===== src/rtl/mc_pkg.sv =====
// rtl/mc_pkg.sv - shared encodings for the multi-cycle MIPS control sequencer
package mc_pkg;

  localparam logic [5:0] OP_RTYPE = 6'h00;
  localparam logic [5:0] OP_J     = 6'h02;
  localparam logic [5:0] OP_JAL   = 6'h03;
  localparam logic [5:0] OP_BEQ   = 6'h04;
  localparam logic [5:0] OP_ORI   = 6'h0D;
  localparam logic [5:0] OP_LUI   = 6'h0F;
  localparam logic [5:0] OP_LW    = 6'h23;
  localparam logic [5:0] OP_SW    = 6'h2B;

  localparam logic [5:0] FN_NOP  = 6'h00;
  localparam logic [5:0] FN_JR   = 6'h08;
  localparam logic [5:0] FN_ADDU = 6'h21;
  localparam logic [5:0] FN_SUBU = 6'h23;

  localparam logic [3:0] ALU_ADD = 4'd0;
  localparam logic [3:0] ALU_SUB = 4'd1;
  localparam logic [3:0] ALU_OR  = 4'd2;
  localparam logic [3:0] ALU_LUI = 4'd3;
  localparam logic [3:0] ALU_ORZ = 4'd5;

  localparam logic [1:0] NPC_PC4 = 2'd0;
  localparam logic [1:0] NPC_BR  = 2'd1;
  localparam logic [1:0] NPC_J   = 2'd2;
  localparam logic [1:0] NPC_REG = 2'd3;

  localparam logic [1:0] DST_RT = 2'd0;
  localparam logic [1:0] DST_RD = 2'd1;
  localparam logic [1:0] DST_RA = 2'd2;

  localparam logic [1:0] SRC_ALU = 2'd0;
  localparam logic [1:0] SRC_DM  = 2'd1;
  localparam logic [1:0] SRC_PC4 = 2'd2;

  typedef enum logic [2:0] {
    ST_FETCH  = 3'd0,
    ST_DECODE = 3'd1,
    ST_EXEC   = 3'd2,
    ST_MEM    = 3'd3,
    ST_WB     = 3'd4,
    ST_ERR    = 3'd5
  } state_t;

  typedef enum logic [3:0] {
    CL_NOP, CL_J, CL_JAL, CL_JR, CL_BEQ, CL_ALU, CL_LW, CL_SW
  } cls_t;

endpackage


===== src/rtl/mc_decode.sv =====
// rtl/mc_decode.sv - combinational opcode/funct decode into class, selects and illegal flag
module mc_decode
  import mc_pkg::*;
(
  input  logic [5:0] opcode,
  input  logic [5:0] funct,
  output cls_t       cls,
  output logic [1:0] npc,
  output logic [1:0] reg_dst,
  output logic [1:0] reg_src,
  output logic [3:0] alu_ctr,
  output logic       alu_src,
  output logic       imm_src,
  output logic       illegal
);

  always_comb begin
    cls     = CL_NOP;
    npc     = NPC_PC4;
    reg_dst = DST_RT;
    reg_src = SRC_ALU;
    alu_ctr = ALU_ADD;
    alu_src = 1'b0;
    imm_src = 1'b0;
    illegal = 1'b0;
    case (opcode)
      OP_RTYPE: begin
        case (funct)
          FN_ADDU: begin cls = CL_ALU; reg_dst = DST_RD; alu_ctr = ALU_ADD; end
          FN_SUBU: begin cls = CL_ALU; reg_dst = DST_RD; alu_ctr = ALU_SUB; end
          FN_JR:   begin cls = CL_JR;  npc = NPC_REG; imm_src = 1'b1; end
          FN_NOP:  cls = CL_NOP;
          default: illegal = 1'b1;
        endcase
      end
      OP_ORI:  begin cls = CL_ALU; alu_ctr = ALU_ORZ; alu_src = 1'b1; end
      OP_LUI:  begin cls = CL_ALU; alu_ctr = ALU_LUI; alu_src = 1'b1; end
      OP_LW:   begin cls = CL_LW; alu_ctr = ALU_ADD; alu_src = 1'b1; reg_src = SRC_DM; end
      OP_SW:   begin cls = CL_SW; alu_ctr = ALU_ADD; alu_src = 1'b1; end
      // beq target vs fall-through depends on eq, resolved by the sequencer
      OP_BEQ:  cls = CL_BEQ;
      OP_J:    begin cls = CL_J; npc = NPC_J; end
      OP_JAL:  begin cls = CL_JAL; npc = NPC_J; reg_dst = DST_RA; reg_src = SRC_PC4; end
      default: illegal = 1'b1;
    endcase
  end

endmodule


===== src/rtl/mc_ctrl.sv =====
// rtl/mc_ctrl.sv - multi-cycle FETCH/DECODE/EXEC/MEM/WB sequencer with memory wait,
// illegal-instruction trap and retired-instruction counter
module mc_ctrl
  import mc_pkg::*;
#(
  parameter int unsigned MEM_WAIT = 0
) (
  input  logic        clk,
  input  logic        rst,
  input  logic [5:0]  opcode,
  input  logic [5:0]  funct,
  input  logic        eq,
  output logic        PCWrite,
  output logic        IRWrite,
  output logic        RegWrite,
  output logic        MemWrite,
  output logic [1:0]  NPC,
  output logic [1:0]  RegDst,
  output logic [1:0]  RegSrc,
  output logic [3:0]  ALUCtr,
  output logic        ALUSrc,
  output logic        ImmSrc,
  output logic        illegal,
  output logic [2:0]  state_o,
  output logic [31:0] retired
);

  localparam logic [3:0] WAIT_LAST = 4'(MEM_WAIT);

  state_t      state;
  logic [3:0]  wait_cnt;
  logic        illegal_q;
  logic [31:0] retired_q;

  cls_t        d_cls;
  logic [1:0]  d_npc, d_reg_dst, d_reg_src;
  logic [3:0]  d_alu_ctr;
  logic        d_alu_src, d_imm_src, d_illegal;

  logic        pc_we, ir_we, rf_we, dm_we;
  logic        mem_done, is_short, sel_on;

  mc_decode u_decode (
    .opcode  (opcode),
    .funct   (funct),
    .cls     (d_cls),
    .npc     (d_npc),
    .reg_dst (d_reg_dst),
    .reg_src (d_reg_src),
    .alu_ctr (d_alu_ctr),
    .alu_src (d_alu_src),
    .imm_src (d_imm_src),
    .illegal (d_illegal)
  );

  assign mem_done = (wait_cnt == WAIT_LAST);
  assign is_short = (d_cls == CL_NOP) || (d_cls == CL_J) || (d_cls == CL_JAL) ||
                    (d_cls == CL_JR)  || (d_cls == CL_BEQ);

  always_comb begin
    pc_we = 1'b0;
    ir_we = 1'b0;
    rf_we = 1'b0;
    dm_we = 1'b0;
    case (state)
      ST_FETCH:  ir_we = 1'b1;
      ST_DECODE: begin
        if (!d_illegal && is_short) begin
          pc_we = 1'b1;
          rf_we = (d_cls == CL_JAL);
        end
      end
      ST_MEM: begin
        if (mem_done && d_cls == CL_SW) begin
          dm_we = 1'b1;
          pc_we = 1'b1;
        end
      end
      ST_WB: begin
        rf_we = 1'b1;
        pc_we = 1'b1;
      end
      default: ;
    endcase
  end

  // enables are masked by reset directly so an abort can never leak a write
  assign PCWrite  = pc_we & rst;
  assign IRWrite  = ir_we & rst;
  assign RegWrite = rf_we & rst;
  assign MemWrite = dm_we & rst;

  assign sel_on  = (state != ST_FETCH);
  assign NPC     = !sel_on ? NPC_PC4 : ((d_cls == CL_BEQ && eq) ? NPC_BR : d_npc);
  assign RegDst  = sel_on ? d_reg_dst : DST_RT;
  assign RegSrc  = sel_on ? d_reg_src : SRC_ALU;
  assign ALUCtr  = sel_on ? d_alu_ctr : ALU_ADD;
  assign ALUSrc  = sel_on & d_alu_src;
  assign ImmSrc  = sel_on & d_imm_src;

  assign illegal = illegal_q;
  assign state_o = state;
  assign retired = retired_q;

  always_ff @(posedge clk or negedge rst) begin
    if (!rst) begin
      state     <= ST_FETCH;
      wait_cnt  <= 4'd0;
      illegal_q <= 1'b0;
      retired_q <= 32'd0;
    end else begin
      if (pc_we) retired_q <= retired_q + 32'd1;
      case (state)
        ST_FETCH: state <= ST_DECODE;
        ST_DECODE: begin
          if (d_illegal) begin
            state     <= ST_ERR;
            illegal_q <= 1'b1;
          end else if (is_short) begin
            state <= ST_FETCH;
          end else begin
            state <= ST_EXEC;
          end
        end
        ST_EXEC: begin
          wait_cnt <= 4'd0;
          state    <= (d_cls == CL_LW || d_cls == CL_SW) ? ST_MEM : ST_WB;
        end
        ST_MEM: begin
          if (mem_done) state <= (d_cls == CL_SW) ? ST_FETCH : ST_WB;
          else          wait_cnt <= wait_cnt + 4'd1;
        end
        ST_WB:   state <= ST_FETCH;
        ST_ERR:  state <= ST_ERR;
        default: state <= ST_FETCH;
      endcase
    end
  end

endmodule


===== config.mk =====
export PLATFORM = sky130hd
export DESIGN_NAME = mc_ctrl
export DESIGN_NICKNAME = d
export VERILOG_FILES = /design/src/rtl/mc_pkg.sv /design/src/rtl/mc_decode.sv /design/src/rtl/mc_ctrl.sv
export SDC_FILE = /design/constraint.sdc
export NUM_CORES = 1
export LEC_CHECK = 0
export ABC_AREA = 1
export CAP_MARGIN = 20
export CORE_ASPECT_RATIO = 0.7
export CORE_MARGIN = 10
export CORE_UTILIZATION = 35
export CTS_CLUSTER_DIAMETER = 100
export DETAILED_ROUTE_END_ITERATION = 7
export PLACE_DENSITY_LB_ADDON = 0.05
export SLEW_MARGIN = 20
export SYNTH_ARGS = -nofsm -noshare
export SYNTH_HDL_FRONTEND = slang
export SYNTH_HIERARCHICAL = 1
export SYNTH_SLANG_ARGS = --single-unit

===== constraint.sdc =====
create_clock -name clk -period 4 [get_ports clk]
set_input_delay 1 -clock clk [delete_from_list [all_inputs] [get_ports clk]]
set_output_delay 1 -clock clk [all_outputs]
set_load 0.01 [all_outputs]

==> impl_metrics.ini <==
[placed_design]
pre_cts_ws_ps = -369
gpl.final_weighted_congestion = 0.861
detailed_place_hpwl_mm = 7.25
post-place-cells = 696
placement.io_buffers = 65

[worst_setup_path]
path_common_cell = sky130_fd_sc_hd__nor2_1
timing_worst_setup_path_type = in -> out
critical_path_peak_fanout = 4
cp_num_buf_inv = 4
path_depth = 12
worst-endpoint-required_ps = 3000
setup.worst_path.start_class = primary input
type_of_destination_of_the_critical_path = output port
crit_chain = clkdlybuf4s50_1, inv_1, nor2_1, nand3_2, nor2_4, or2_4, nand3_1, nor2_2, nand2_2, buf_4, nor2_1, clkdlybuf4s15_2
worst_path_largest_cell_delay_ps = 470
cp_top_family = simple AND/OR/NAND/NOR gates
worst-r2r-cell-count = 7
critical_path.slowest_cell = sky130_fd_sc_hd__clkdlybuf4s50_1
worst-endpoint-arrival_ps = 2870

[clock_network]
clk_transition_reported_paths_ps = 60
cts_max_path_bufs = 2
cts-root-buf = sky130_fd_sc_hd__clkbuf_16
cts-buffers-inserted = 5
cts-htree-levels = 2
cts_tree = done
clock_sink_count = 40
clk_latency_ps = 290

[global_route]
global_route.usage.total_pct = 13.4
grt_start_max_net_pins = 55
number_of_antenna_violations_at_the_first_check_in_global_routing = 0
grt_first_pass_wirelength_mm = 14.4
via_count_of_the_first_global_routing_pass = 2807
globalRoute.totalOverflow = 0

[yosys]
most_area_consuming_cells_after_synthesis = sky130_fd_sc_hd__dfrtp_1 (33%), sky130_fd_sc_hd__nand2_1 (22%), sky130_fd_sc_hd__nor2_1 (10%)
synth-seq-cells = 40
post-synth-top-area-fraction_pct = 32.6
synth-xor-area-share_pct = 2.85
synth_seq_area_share_pct = 32.6
muxShareOfSynthArea_pct = 0
synthDominantAreaCellType = sky130_fd_sc_hd__dfrtp_1
synth_cells = 493
largest_family_of_logic_cells_by_synthesized_area = simple AND/OR/NAND/NOR gates
synth_compound_area_share_pct = 3.30
post_synth_instance_area_sq_mm = 0.00307
synth_cell_type_count = 31
post_synth.cell_area_avg_sq_um = 6.23
synth_simple_gate_area_share_pct = 48.6
ys.warnings.count = 6
post_synth_fa_ha_maj_area_fraction_pct = 1.22

[die]
fp.coreArea_sq_mm = 0.00851
die_height_microns = 98.4
die_w_microns = 132
die_area_sq_mm = 0.0130
ioPinCount = 67
initial_core_util_pct = 36.1
floorplan.rows = 28

[outcome]
status = completed

[timing]
timing_max_transition_violations_final = 0
maxSlewHeadroom_pct = 59.2
final.setup_skew_ps = 6.60
worst_slack_ps = 125
totalNegativeSetupSlack_ps = 0
setup-violations-final = 0
post-route-period-util_pct = 96.9
max_clock_freq_mhz = 258
final-hold-violation-count = 0
tightestPinTransition_ps = 611
fin_crit_ps = 3870
fin_hold_ws_ps = 474

[layout]
nets = 604
fillerInstances = 892
layout-drive-gt1-share_pct = 12.4
fin_util_pct = 49.5
most_common_library_cell_in_the_layout_ignoring_fill_and_taps = sky130_fd_sc_hd__nand2_1
num_antenna_cells = 0
synthToLayoutAreaGrowth_pct = 37.2
final_cell_mix = sky130_fd_sc_hd__nand2_1 (175), sky130_fd_sc_hd__nor2_1 (81), sky130_fd_sc_hd__inv_1 (66)
final_cell_count_no_fill = 707

[detailed_routing]
drcViolationCount = 0
drt-wirelength-per-cell_microns = 12.8
detail_route.vias_per_cell = 4.60
detail_route.first_pass.iterations = 4
drt.antenna.violating_nets = 0
num_vias = 3250
drt_wl_total_mm = 9.05
initialDrtViolationCount = 246

[pwr]
power_per_cell_area_mw_per_mm2 = 329
ir_worst_vdd_mv = 0.260
power.leakage_nw = 1.92

[worst_hold_path]
hp-class = reg -> reg
holdPathStages = 1

[flow_run]
max-cap-violations = 0
-- worst register-to-register path: stages (launching register included) --
cell                      delay (ps)
sky130_fd_sc_hd__dfrtp_1         390
sky130_fd_sc_hd__inv_1           120
sky130_fd_sc_hd__nand3_1         460
sky130_fd_sc_hd__nand3_4         270
sky130_fd_sc_hd__buf_4           470
sky130_fd_sc_hd__nand2_1         150
sky130_fd_sc_hd__nand2_1          80
sky130_fd_sc_hd__nand2_1          50
-- layout make-up --
class	instances	area (sq um)	area share, %
Sequential cell	40	1000	23.8
Timing Repair Buffer	97	885	21.0
Clock inverter	2	35.0	0.832
Multi-Input combinational cell	374	1760	41.7
Inverter	68	255	6.06
Clock buffer	6	129	3.06
Tap cell	120	150	3.56
-- cells by family (layout without fill, tap and decap cells) --
group | after synthesis | after routing
and+or+nand+nor | 340 | 340
buffers and inverters | 80 | 173
DFF | 40 | 40
AOI/OAI and AO/OA | 19 | 19
xor gates and xnor gates | 10 | 10
adders and majority gates | 3 | 3
other | 1 | 2
-- path summary, 6_finish.rpt --
check,start,endpoint,slack (ps)
hold / removal,illegal,illegal,470
min in group asynchronous,rst,state_o[2],560
max in group asynchronous,rst,retired[14],2700
hold reg to reg,illegal,illegal,470
setup / recovery,funct[3],MemWrite,130
setup reg to reg,state_o[0],retired[25],1900
-- sequential cells by signal (all words and copies together) (netlist names) --
register,flops
retired,32
wait_cnt,4
state_o,3
illegal,1
-- repair_timing --
item,in CTS,in global routing
pin swaps,3,7
hold buffers,0,0
endpoints found under the hold margin,0,0
buffers inserted,1,2
setup endpoints to repair,5,5
gates resized for setup,19,10
-- stage by stage --
step | instance area [sq um] | power, mW
2_1_floorplan | 3070 | 0.780
3_3_place_gp | 4000 | 0.935
3_5_place_dp | 4000 | 0.940
4_1_cts | 4180 | 1.40
5_1_grt | 4210 | 1.47
6_report | 4210 | 1.38
-- cell usage after synthesis --
library cell / instances
sky130_fd_sc_hd__or2_2: 1
sky130_fd_sc_hd__a21oi_1: 5
sky130_fd_sc_hd__nand2_4: 1
sky130_fd_sc_hd__nand4_1: 13
sky130_fd_sc_hd__nand3_4: 1
sky130_fd_sc_hd__ha_1: 3
sky130_fd_sc_hd__or2_1: 1
sky130_fd_sc_hd__o21ai_1: 6
sky130_fd_sc_hd__nand3b_1: 13
sky130_fd_sc_hd__clkbuf_1: 3
sky130_fd_sc_hd__nor2_4: 5
sky130_fd_sc_hd__inv_1: 66
sky130_fd_sc_hd__o211ai_1: 1
sky130_fd_sc_hd__buf_2: 1
sky130_fd_sc_hd__conb_1: 1
sky130_fd_sc_hd__nor2_1: 85
sky130_fd_sc_hd__a31oi_1: 1
sky130_fd_sc_hd__o22ai_1: 2
sky130_fd_sc_hd__nand2_2: 3
sky130_fd_sc_hd__nor3_1: 6
sky130_fd_sc_hd__o21ai_0: 4
sky130_fd_sc_hd__nor2_2: 7
sky130_fd_sc_hd__nand2_1: 177
sky130_fd_sc_hd__xnor2_1: 1
sky130_fd_sc_hd__dfrtp_1: 40
sky130_fd_sc_hd__buf_6: 4
sky130_fd_sc_hd__buf_4: 4
sky130_fd_sc_hd__nand3_2: 1
sky130_fd_sc_hd__xor2_1: 9
sky130_fd_sc_hd__inv_2: 2
sky130_fd_sc_hd__nand3_1: 26
-- where the power goes --
part	switching, mW	internal (mW)
Combinational	0.280	0.169
Sequential	0.0393	0.440
Clock	0.162	0.294
Total	0.481	0.903
-- routing by layer --
layer,up-vias,GRT usage [%],wire [microns],part of all wire [%]
met5,-,0,0,0
met4,0,2.56,57,0.63
met3,9,3.94,672,7.4
met2,86,17.4,3410,38
met1,1448,20.6,4910,54
li1,1707,-,-,-
(Power assumes the default switching activity.)
